<file path="src/rtl/cv32e40p_pkg.sv">
// Shared types for the instruction prefetch path.
package cv32e40p_pkg;

  // Request-side FSM of the prefetch controller.
  typedef enum logic [0:0] {
    IDLE        = 1'b0,
    BRANCH_WAIT = 1'b1
  } prefetch_state_e;

  // Width of a fetched word as stored in the FIFO: {err, rdata}.
  localparam int unsigned FETCH_W = 33;

endpackage

</file>
<file path="src/rtl/instr_prefetch_ctrl.sv">
// Instruction-fetch transaction controller sitting in front of the prefetch FIFO.
// Issues word-aligned bus requests, counts outstanding ones, routes responses
// either straight to the aligner (bypass) or into the FIFO, and discards stale
// responses after a branch.
//
// Handshakes: a bus request transfers when trans_valid_o & trans_ready_i; once
// raised, trans_valid_o and trans_addr_o stay stable until that transfer.
// Responses (resp_valid_i) are always accepted. A fetch word transfers to the
// aligner when fetch_valid_o & fetch_ready_i.
module instr_prefetch_ctrl
  import cv32e40p_pkg::*;
#(
  parameter int unsigned DEPTH           = 4,
  parameter int unsigned MAX_OUTSTANDING = 2,
  parameter int unsigned CNT_W           = $clog2(DEPTH) + 1
) (
  input  logic               clk_i,
  input  logic               rst_i,
  input  logic               req_i,
  input  logic               branch_i,
  input  logic [31:0]        branch_addr_i,
  output logic               busy_o,
  output logic               trans_valid_o,
  input  logic               trans_ready_i,
  output logic [31:0]        trans_addr_o,
  input  logic               resp_valid_i,
  input  logic [31:0]        resp_rdata_i,
  input  logic               resp_err_i,
  output logic               fifo_push_o,
  output logic [FETCH_W-1:0] fifo_wdata_o,
  output logic               fifo_flush_o,
  output logic               fifo_pop_o,
  input  logic [CNT_W-1:0]   fifo_cnt_i,
  input  logic               fifo_empty_i,
  input  logic [FETCH_W-1:0] fifo_rdata_i,
  output logic               fetch_valid_o,
  input  logic               fetch_ready_i,
  output logic [31:0]        fetch_rdata_o,
  output logic               fetch_err_o
);

  localparam int unsigned OUT_W = $clog2(MAX_OUTSTANDING + 1);
  localparam int unsigned SUM_W = ((CNT_W > OUT_W) ? CNT_W : OUT_W) + 1;
  localparam logic [OUT_W-1:0] MAX_OUT_C = OUT_W'(MAX_OUTSTANDING);
  localparam logic [SUM_W-1:0] DEPTH_C   = SUM_W'(DEPTH);

  prefetch_state_e    r_state;
  prefetch_state_e    w_state_nxt;
  logic [31:0]        r_addr;
  logic [31:0]        r_hold_addr;
  logic [OUT_W-1:0]   r_cnt;
  logic [OUT_W-1:0]   r_flush_cnt;

  logic               w_run;
  logic [SUM_W-1:0]   w_sum;
  logic               w_issue;
  logic               w_trans_valid;
  logic [31:0]        w_trans_addr;
  logic               w_stale;
  logic               w_accept;
  logic               w_stale_acc;
  logic               w_resp_live;
  logic               w_deliver;
  logic               w_bypass;
  logic               w_push;
  logic [FETCH_W-1:0] w_resp_word;
  logic [FETCH_W-1:0] w_fetch_word;

  // Reset forces every output low regardless of the inputs.
  assign w_run = ~rst_i;

  // Room for another request: outstanding limit and FIFO space for its word.
  assign w_sum   = SUM_W'(r_cnt) + SUM_W'(fifo_cnt_i);
  assign w_issue = req_i & (r_cnt < MAX_OUT_C) & (w_sum < DEPTH_C);

  // Request FSM: IDLE issues freely; BRANCH_WAIT holds a pre-branch request until it is taken.
  always_comb begin
    w_state_nxt   = r_state;
    w_trans_valid = 1'b0;
    w_trans_addr  = {r_addr[31:2], 2'b00};
    w_stale       = 1'b0;
    unique case (r_state)
      IDLE: begin
        w_trans_valid = w_issue;
        w_stale       = branch_i;
        if (branch_i & w_issue & ~trans_ready_i) begin
          w_state_nxt = BRANCH_WAIT;
        end
      end
      BRANCH_WAIT: begin
        w_trans_valid = 1'b1;
        w_trans_addr  = r_hold_addr;
        w_stale       = 1'b1;
        if (trans_ready_i) begin
          w_state_nxt = IDLE;
        end
      end
      default: w_state_nxt = IDLE;
    endcase
  end

  assign w_accept    = w_run & w_trans_valid & trans_ready_i;
  assign w_stale_acc = w_accept & w_stale;

  // A response only counts while something is outstanding; this also drops
  // late responses to requests issued before a reset.
  assign w_resp_live = resp_valid_i & (r_cnt != '0);
  assign w_deliver   = w_resp_live & (r_flush_cnt == '0) & ~branch_i;
  assign w_bypass    = w_deliver & fifo_empty_i & fetch_ready_i;
  assign w_push      = w_deliver & ~w_bypass;

  assign w_resp_word  = {resp_err_i, resp_rdata_i};
  assign w_fetch_word = fifo_empty_i ? w_resp_word : fifo_rdata_i;

  // FSM state register.
  always_ff @(posedge clk_i) begin
    if (rst_i) begin
      r_state <= IDLE;
    end else begin
      r_state <= w_state_nxt;
    end
  end

  // Next fetch address: jump on branch, advance one word on a normal accept.
  always_ff @(posedge clk_i) begin
    if (rst_i) begin
      r_addr <= '0;
    end else if (branch_i) begin
      r_addr <= {branch_addr_i[31:2], 2'b00};
    end else if (w_accept & (r_state == IDLE)) begin
      r_addr <= r_addr + 32'd4;
    end
  end

  // Capture the request that was pending when the branch arrived.
  always_ff @(posedge clk_i) begin
    if (rst_i) begin
      r_hold_addr <= '0;
    end else if ((r_state == IDLE) & branch_i) begin
      r_hold_addr <= w_trans_addr;
    end
  end

  // Outstanding-request counter.
  always_ff @(posedge clk_i) begin
    if (rst_i) begin
      r_cnt <= '0;
    end else begin
      r_cnt <= r_cnt + OUT_W'(w_accept) - OUT_W'(w_resp_live);
    end
  end

  // Number of in-flight responses still to be thrown away after a branch.
  always_ff @(posedge clk_i) begin
    if (rst_i) begin
      r_flush_cnt <= '0;
    end else if (branch_i) begin
      r_flush_cnt <= r_cnt - OUT_W'(w_resp_live) + OUT_W'(w_stale_acc);
    end else begin
      r_flush_cnt <= r_flush_cnt - OUT_W'(w_resp_live & (r_flush_cnt != '0))
                     + OUT_W'(w_stale_acc);
    end
  end

  assign trans_valid_o = w_run & w_trans_valid;
  assign trans_addr_o  = w_run ? w_trans_addr : 32'd0;
  assign busy_o        = w_run & ((r_cnt != '0) | w_trans_valid);
  assign fifo_push_o   = w_run & w_push;
  assign fifo_wdata_o  = w_run ? w_resp_word : '0;
  assign fifo_flush_o  = w_run & branch_i;
  assign fifo_pop_o    = w_run & fetch_ready_i & ~fifo_empty_i & ~branch_i;
  assign fetch_valid_o = w_run & (~fifo_empty_i | w_bypass) & ~branch_i;
  assign fetch_rdata_o = w_run ? w_fetch_word[31:0] : 32'd0;
  assign fetch_err_o   = w_run & w_fetch_word[FETCH_W-1];

  a_resp_needs_outstanding: assert property (@(posedge clk_i) disable iff (rst_i)
    resp_valid_i |-> (r_cnt != '0));
  a_cnt_bounded: assert property (@(posedge clk_i) disable iff (rst_i)
    r_cnt <= MAX_OUT_C);

endmodule
</file>
<file path="config.mk">
export PLATFORM = sky130hd
export DESIGN_NAME = instr_prefetch_ctrl
export DESIGN_NICKNAME = d
export VERILOG_FILES = /design/src/rtl/cv32e40p_pkg.sv /design/src/rtl/instr_prefetch_ctrl.sv
export SDC_FILE = /design/constraint.sdc
export NUM_CORES = 1
export LEC_CHECK = 0
export ABC_AREA = 1
export CORE_MARGIN = 2
export CORE_UTILIZATION = 38
export DETAILED_ROUTE_END_ITERATION = 12
export GPL_TIMING_DRIVEN = 0
export PLACE_DENSITY = 0.8
export REMOVE_ABC_BUFFERS = 1
export SYNTH_ARGS = -nofsm -noshare
export SYNTH_HDL_FRONTEND = slang
export SYNTH_SLANG_ARGS = --single-unit
</file>
<file path="constraint.sdc">
create_clock -name clk_i -period 2.4 [get_ports clk_i]
set_input_delay 0.36 -clock clk_i [delete_from_list [all_inputs] [get_ports clk_i]]
set_output_delay 0.36 -clock clk_i [all_outputs]
set_load 0.01 [all_outputs]
</file>
; ---- Yosys cells after proc, flatten, opt, wreduce, memory -nomap -nowiden
; Cells that the tools add are included.
[word_totals]
reg_bits = 69
latch_bits = 0
mem_bits_rw = 0
rom_bits = 0
in_bits = 109
n_memories = 0
[op_classes]
n_addsub = 8
mul = 0
n_div = 0
order_cmp = 2
eq_ne = 0
shifts = 0
n_mux = 13
bitwise = 33
reduce_logical = 5
[ops]
columns = op, count
row1 = two-way mux 32 bit, 5
row2 = two-way mux 33 bit, 2
row3 = adder 32 x 3 -> 32 bit (second input constant), 1
row4 = AND 1 bit, 25
row5 = adder 2 x 1 -> 2 bit, 3
row6 = inverter 1 bit, 6
row7 = case mux 1 bit (2 select lines), 3
row8 = nonzero test 2 bit, 3
row9 = subtractor 2 x 1 -> 2 bit, 3
row10 = adder 2 x 3 -> 4 bit, 1
row11 = less-than comparator 4 x 3 -> 1 bit (second input constant), 1
row12 = logical NOT 2 bit, 1
row13 = less-than comparator 2 bit (second input constant), 1
row14 = two-way mux 1 bit, 2
row15 = two-way mux 2 bit, 1
row16 = OR 1 bit, 2
row17 = OR reduction 2 bit, 1

; ---- Logic depth before layout (Yosys ltp)
[logic_depth]
word_depth = 9
mapped_depth = 14

; ---- Worst setup path before layout
; Ideal clock, no wire load.
[synth_timing]
kind = register to register
startpoint = register r_cnt[1]
endpoint = register r_flush_cnt[0]
t_arrival_ns = 2.216
t_required_ns = 2.283
path_slack_ns = 0.067
stages_incl_launch_ff = 13
path_buffers = 0
synth_period_minus_slack_ns = 2.333
cell_sequence = dfxtp_1 > ha_1 > nand3_1 > inv_1 > o21ai_1 > nand2_1 > inv_1 > nand2_1 > or2_1 > ha_1 > inv_1 > ha_1 > a22o_1
[synth_between]
elab_chain_len = 9
word_cells_on_any_way = 17
[synth_rtl]
columns = item, line_no
row1 = "start, declared", instr_prefetch_ctrl.sv:51  ; logic [OUT_W-1:0] r_cnt;
row2 = "start signal, assigned", instr_prefetch_ctrl.sv:149  ; r_cnt <= r_cnt + OUT_W'(w_accept) - OUT_W'(w_resp_live);
row3 = adder 2 x 3 -> 4 bit or less-than comparator 2 bit (tied branches), "instr_prefetch_ctrl.sv:73, instr_prefetch_ctrl.sv:74"
row4 = less-than comparator 4 x 3 -> 1 bit or AND 1 bit (tied branches), instr_prefetch_ctrl.sv:74  ; assign w_issue = req_i & (r_cnt < MAX_OUT_C) & (w_sum < DEPTH_C);
row5 = AND 1 bit (*), instr_prefetch_ctrl.sv:74
row6 = case mux 1 bit (2 select lines) (*), instr_prefetch_ctrl.sv:82  ; unique case (r_state)
row7 = AND 1 bit (*), --
row8 = net trans_valid_o, instr_prefetch_ctrl.sv:23  ; output logic trans_valid_o,
row9 = AND 1 bit (*), instr_prefetch_ctrl.sv:102  ; assign w_accept = w_run & w_trans_valid & trans_ready_i;
row10 = AND 1 bit (*), instr_prefetch_ctrl.sv:103  ; assign w_stale_acc = w_accept & w_stale;
row11 = adder 2 x 1 -> 2 bit (on tied branches), "instr_prefetch_ctrl.sv:161, instr_prefetch_ctrl.sv:158"
row12 = two-way mux 2 bit (*), instr_prefetch_ctrl.sv:157  ; end else if (branch_i) begin
row13 = "end signal, assigned", instr_prefetch_ctrl.sv:158  ; r_flush_cnt <= r_cnt - OUT_W'(w_resp_live) + OUT_W'(w_stale_acc);
row14 = "end signal, assigned", instr_prefetch_ctrl.sv:160  ; r_flush_cnt <= r_flush_cnt - OUT_W'(w_resp_live & (r_flush_cnt != '0))
row15 = "end, declared", instr_prefetch_ctrl.sv:52  ; logic [OUT_W-1:0] r_flush_cnt;
; Mark *: on every way through the listed nets, which the timed path passes. The rest lies on a longest branch.
; A chain may end at the register's enable or synchronous reset.

; ---- Worst setup path after layout
[layout_timing]
startpoint = input port rst_i
endpoint = output port trans_addr_o[22]
[layout_between]
elab_chain_len = 1
[layout_rtl]
columns = item, line_no
row1 = "start, declared", instr_prefetch_ctrl.sv:18  ; input logic rst_i,
row2 = two-way mux 32 bit, instr_prefetch_ctrl.sv:166  ; assign trans_addr_o = w_run ? w_trans_addr : 32'd0;
row3 = "end, declared", instr_prefetch_ctrl.sv:25  ; output logic [31:0] trans_addr_o,
; No other way between the ends.

==> impl_results.md <==
- Yosys reg bits: 67
- Status: finished, final reports clean
- Cells after DPL: 1111
- VDD IR-drop max: 0.325 mV
- Area contributors post-synth: dfxtp_1 (29%), nor2_1 (17%), nand2_1 (11%)
- Antenna violations before repair: 0
- Async set-reset flop share out of synthesis: 0
- Clock Skew: 0.00739 ns
- Synth warn: 0
- Final Setup Violations: 0
- Crit-path max FO: 36
- Slew @ Worst Pin: 0.776 ns
- Clock slew at reported path FFs: around 0.06 ns
- EDFF count, synth: 0
- Die Area: between 10000 and 15000 µm²
- Clock root buffer: clkbuf_16
- Nets@finish: 1099
- Leakage power: 3.14 nW
- Chip Width: 114 µm
- Mapped Cells: 795
- Worst EP arrival: 1.98 ns
- PortBufs: 210
- Layout cell share with drive strength beyond 1: 0.0618
- Vias in the first global route: 5291
- Antenna Nets Post-Route: 0
- Final hold vios: 0
- H-tree depth: 3
- Sink Count: 67
- Max Fclk: 0.428 GHz
- P_sw: between 0.001 and 0.0015 W
- WS Path Type: in2out
- Distinct cells, synth: 34
- # IOs: between 200 and 250
- Int Pwr: roughly 0.0028 W
- GPL Wtd Cong: 0.895
- Final Instance Count excl. Fillers: 1134
- Final period util: 0.974
- Tmin final: around 2.3 ns
- Multi-input gate area: 2890 µm²
- Bufs on Longest Clock Path: 2
- Vias per Instance: between 5 and 6
- CTS Buf Count: 9
- Starting Density: 0.387
- CP required: 2.04 ns
- Synth area leader: dfxtp_1
- Largest net degree at the start of global routing: 70
- Synth top area share: 0.290
- Slew Limit Fails: 0
- Drt wl/cell: ~15 µm
- Clock network fraction of total power: 0.385
- Crit. End Element: primary output
- CTS tree: yes
- Startpoint types: primary input
- Core footprint: 12000 µm²
- Sequential share of the synthesized area: 0.290
- Sw Ratio: 0.286
- Hold slack: approximately 0.43 ns
- RSZ-0062 raised after global routing: true
- Post-Syn Area: 4630 µm²
- Final WL: 16.9 mm
- DPL Wire Length: 12.1 mm
- Fill count: 1128
- Die height: 114 µm
- Reg power frac: 0.337
- Post-route DRC: 0
- Initial DRC Count: 470
- Global-route wire length before repair: 25.8 mm
- Hold Crit Class: in2reg
- Total GRT Usage: 0.252
- Vias after detailed routing: 5760
- Top FF cell, synth: dfxtp_1
- Slew margin rel.: 0.480
- ANT cells: 0
- Total grt overflow: 0
- # rows: 40
- Power Dens Cells: 541 nW/µm²
- Combinational share of power: 0.278
- 1st-pass router iterations: 5
- Syn_area_per_cell: 5.83 µm²
- Max-capacitance violation count: 0
- Worst skew pair latency: 0.34 ns
- Final core occ: 0.612
- Area grow syn2layout: 58.0%
- Sequential Area: 1350 µm²
==> metal layers <==
layer	up-vias	part of all wire	GRT usage
met1	2580	0.39	0.286
met5	-	0	0
met3	27	0.084	0.0646
met4	0	0.020	0.108
li1	2922	-	-
met2	231	0.50	0.446
==> path summary, 6_finish.rpt <==
| path | start | end | slack (ns) | cells after the start |
|---|---|---|---|---|
| worst min register to register | r_hold_addr[0] | r_hold_addr[0] | 0.44 | 2 |
| worst max register to register | r_cnt[1] | r_flush_cnt[1] | 0.09 | 14 |
| worst max-delay path | rst_i | trans_addr_o[22] | 0.06 | 7 |
| worst min-delay path | rst_i | r_cnt[0] | 0.43 | 2 |
==> cells in the final DEF, fill, tap and decap left out, types with 2 or more instances in the layout <==
master,count
clkinvlp_4,2
nand2_4,2
xor2_1,8
nor2_2,8
dlymetal6s2s_1,8
nand2_1,136
clkdlybuf4s50_1,195
nor3_1,9
clkinv_2,2
dfxtp_1,65
nand3b_1,5
buf_4,5
inv_2,4
nand4_1,2
dlygate4sd2_1,4
nor2_4,3
o21ai_1,5
nor3b_1,2
clkbuf_16,11
nand3_2,2
a211oi_1,2
a21oi_1,89
o21ai_0,81
ha_1,8
xnor2_1,7
nand3_1,24
nand2_2,3
inv_1,61
bufinv_16,3
nor2_1,210
==> critical path, cell delays in order <==
cell and delay, ns:
buf_4 0.23, buf_12 0.21, inv_16 0.13, clkbuf_16 0.20, o21ai_0 0.13, nor2_1 0.12
clkdlybuf4s50_1 0.54
==> state kept, by name (all words and copies together), names as in the netlist <==
| name | cells |
|---|---|
| r_addr | 30 |
| r_cnt | 2 |
| r_hold_addr | 32 |
| r_state | 1 |
| r_flush_cnt | 2 |
==> layout make-up <==
| type | count | share of cell area |
|---|---|---|
| Clock buffer | 11 | 0.0332 |
| Clock inverter | 5 | 0.0137 |
| Inverter | 70 | 0.0409 |
| Multi-Input combinational cell | 614 | 0.394 |
| Sequential cell | 67 | 0.184 |
| Tap cell | 147 | 0.0251 |
| Timing Repair Buffer | 219 | 0.308 |
| Timing Repair inverter | 1 | 0.000684 |
==> kinds of logic after synthesis <==
logic type	after synthesis	share of synthesized area
XOR/XNOR	15	0.0284
AO/OA/AOI/OAI	181	0.199
AND/OR/NAND/NOR	410	0.364
adder cells (fa/ha/maj)	8	0.0216
buffers and inverters	114	0.0975
flip-flops	67	0.290
==> repair_timing <==
action / CTS / global route
hold buffers: 0 / 0
endpoints found under the setup margin: 137 / 46
gates resized for setup: 32 / 16
pin swaps: 1 / 10
buffers inserted: 2 / 2
gates cloned: 1 / 2
==> metrics by stage <==
stage               TNS, ns  power, W  area (µm²)  worst slack (ns)
floorplan             -1.54   0.00183        4440            -0.275
global placement    -489.29   0.00238        6730             -4.16
detailed placement   -74.79   0.00240        6780             -1.31
CTS                 -0.0351   0.00395        7210           -0.0226
global route        -0.0733   0.00415        7320           -0.0324
finish                    0   0.00396        7320            0.0612
==> power by group through the flow <==
stage	clock, W	combinational (W)	sequential, W
floorplan	0	0.000511	0.00132
global placement	0	0.00103	0.00135
detailed placement	0	0.00105	0.00135
CTS	0.00155	0.00107	0.00133
global route	0.00159	0.00121	0.00135
finish	0.00153	0.00110	0.00133
==> cell usage after synthesis (all sizes together) (5+ instances only) <==
library cell and count:
a21oi 89, buf 16, clkbuf 28, dfxtp 67
ha 8, inv 69, nand2 141, nand3 26
nand3b 5, nor2 221, nor3 10, o21ai 87
xnor2 7, xor2 8
Note: power is estimated with default switching activity, not from simulation.
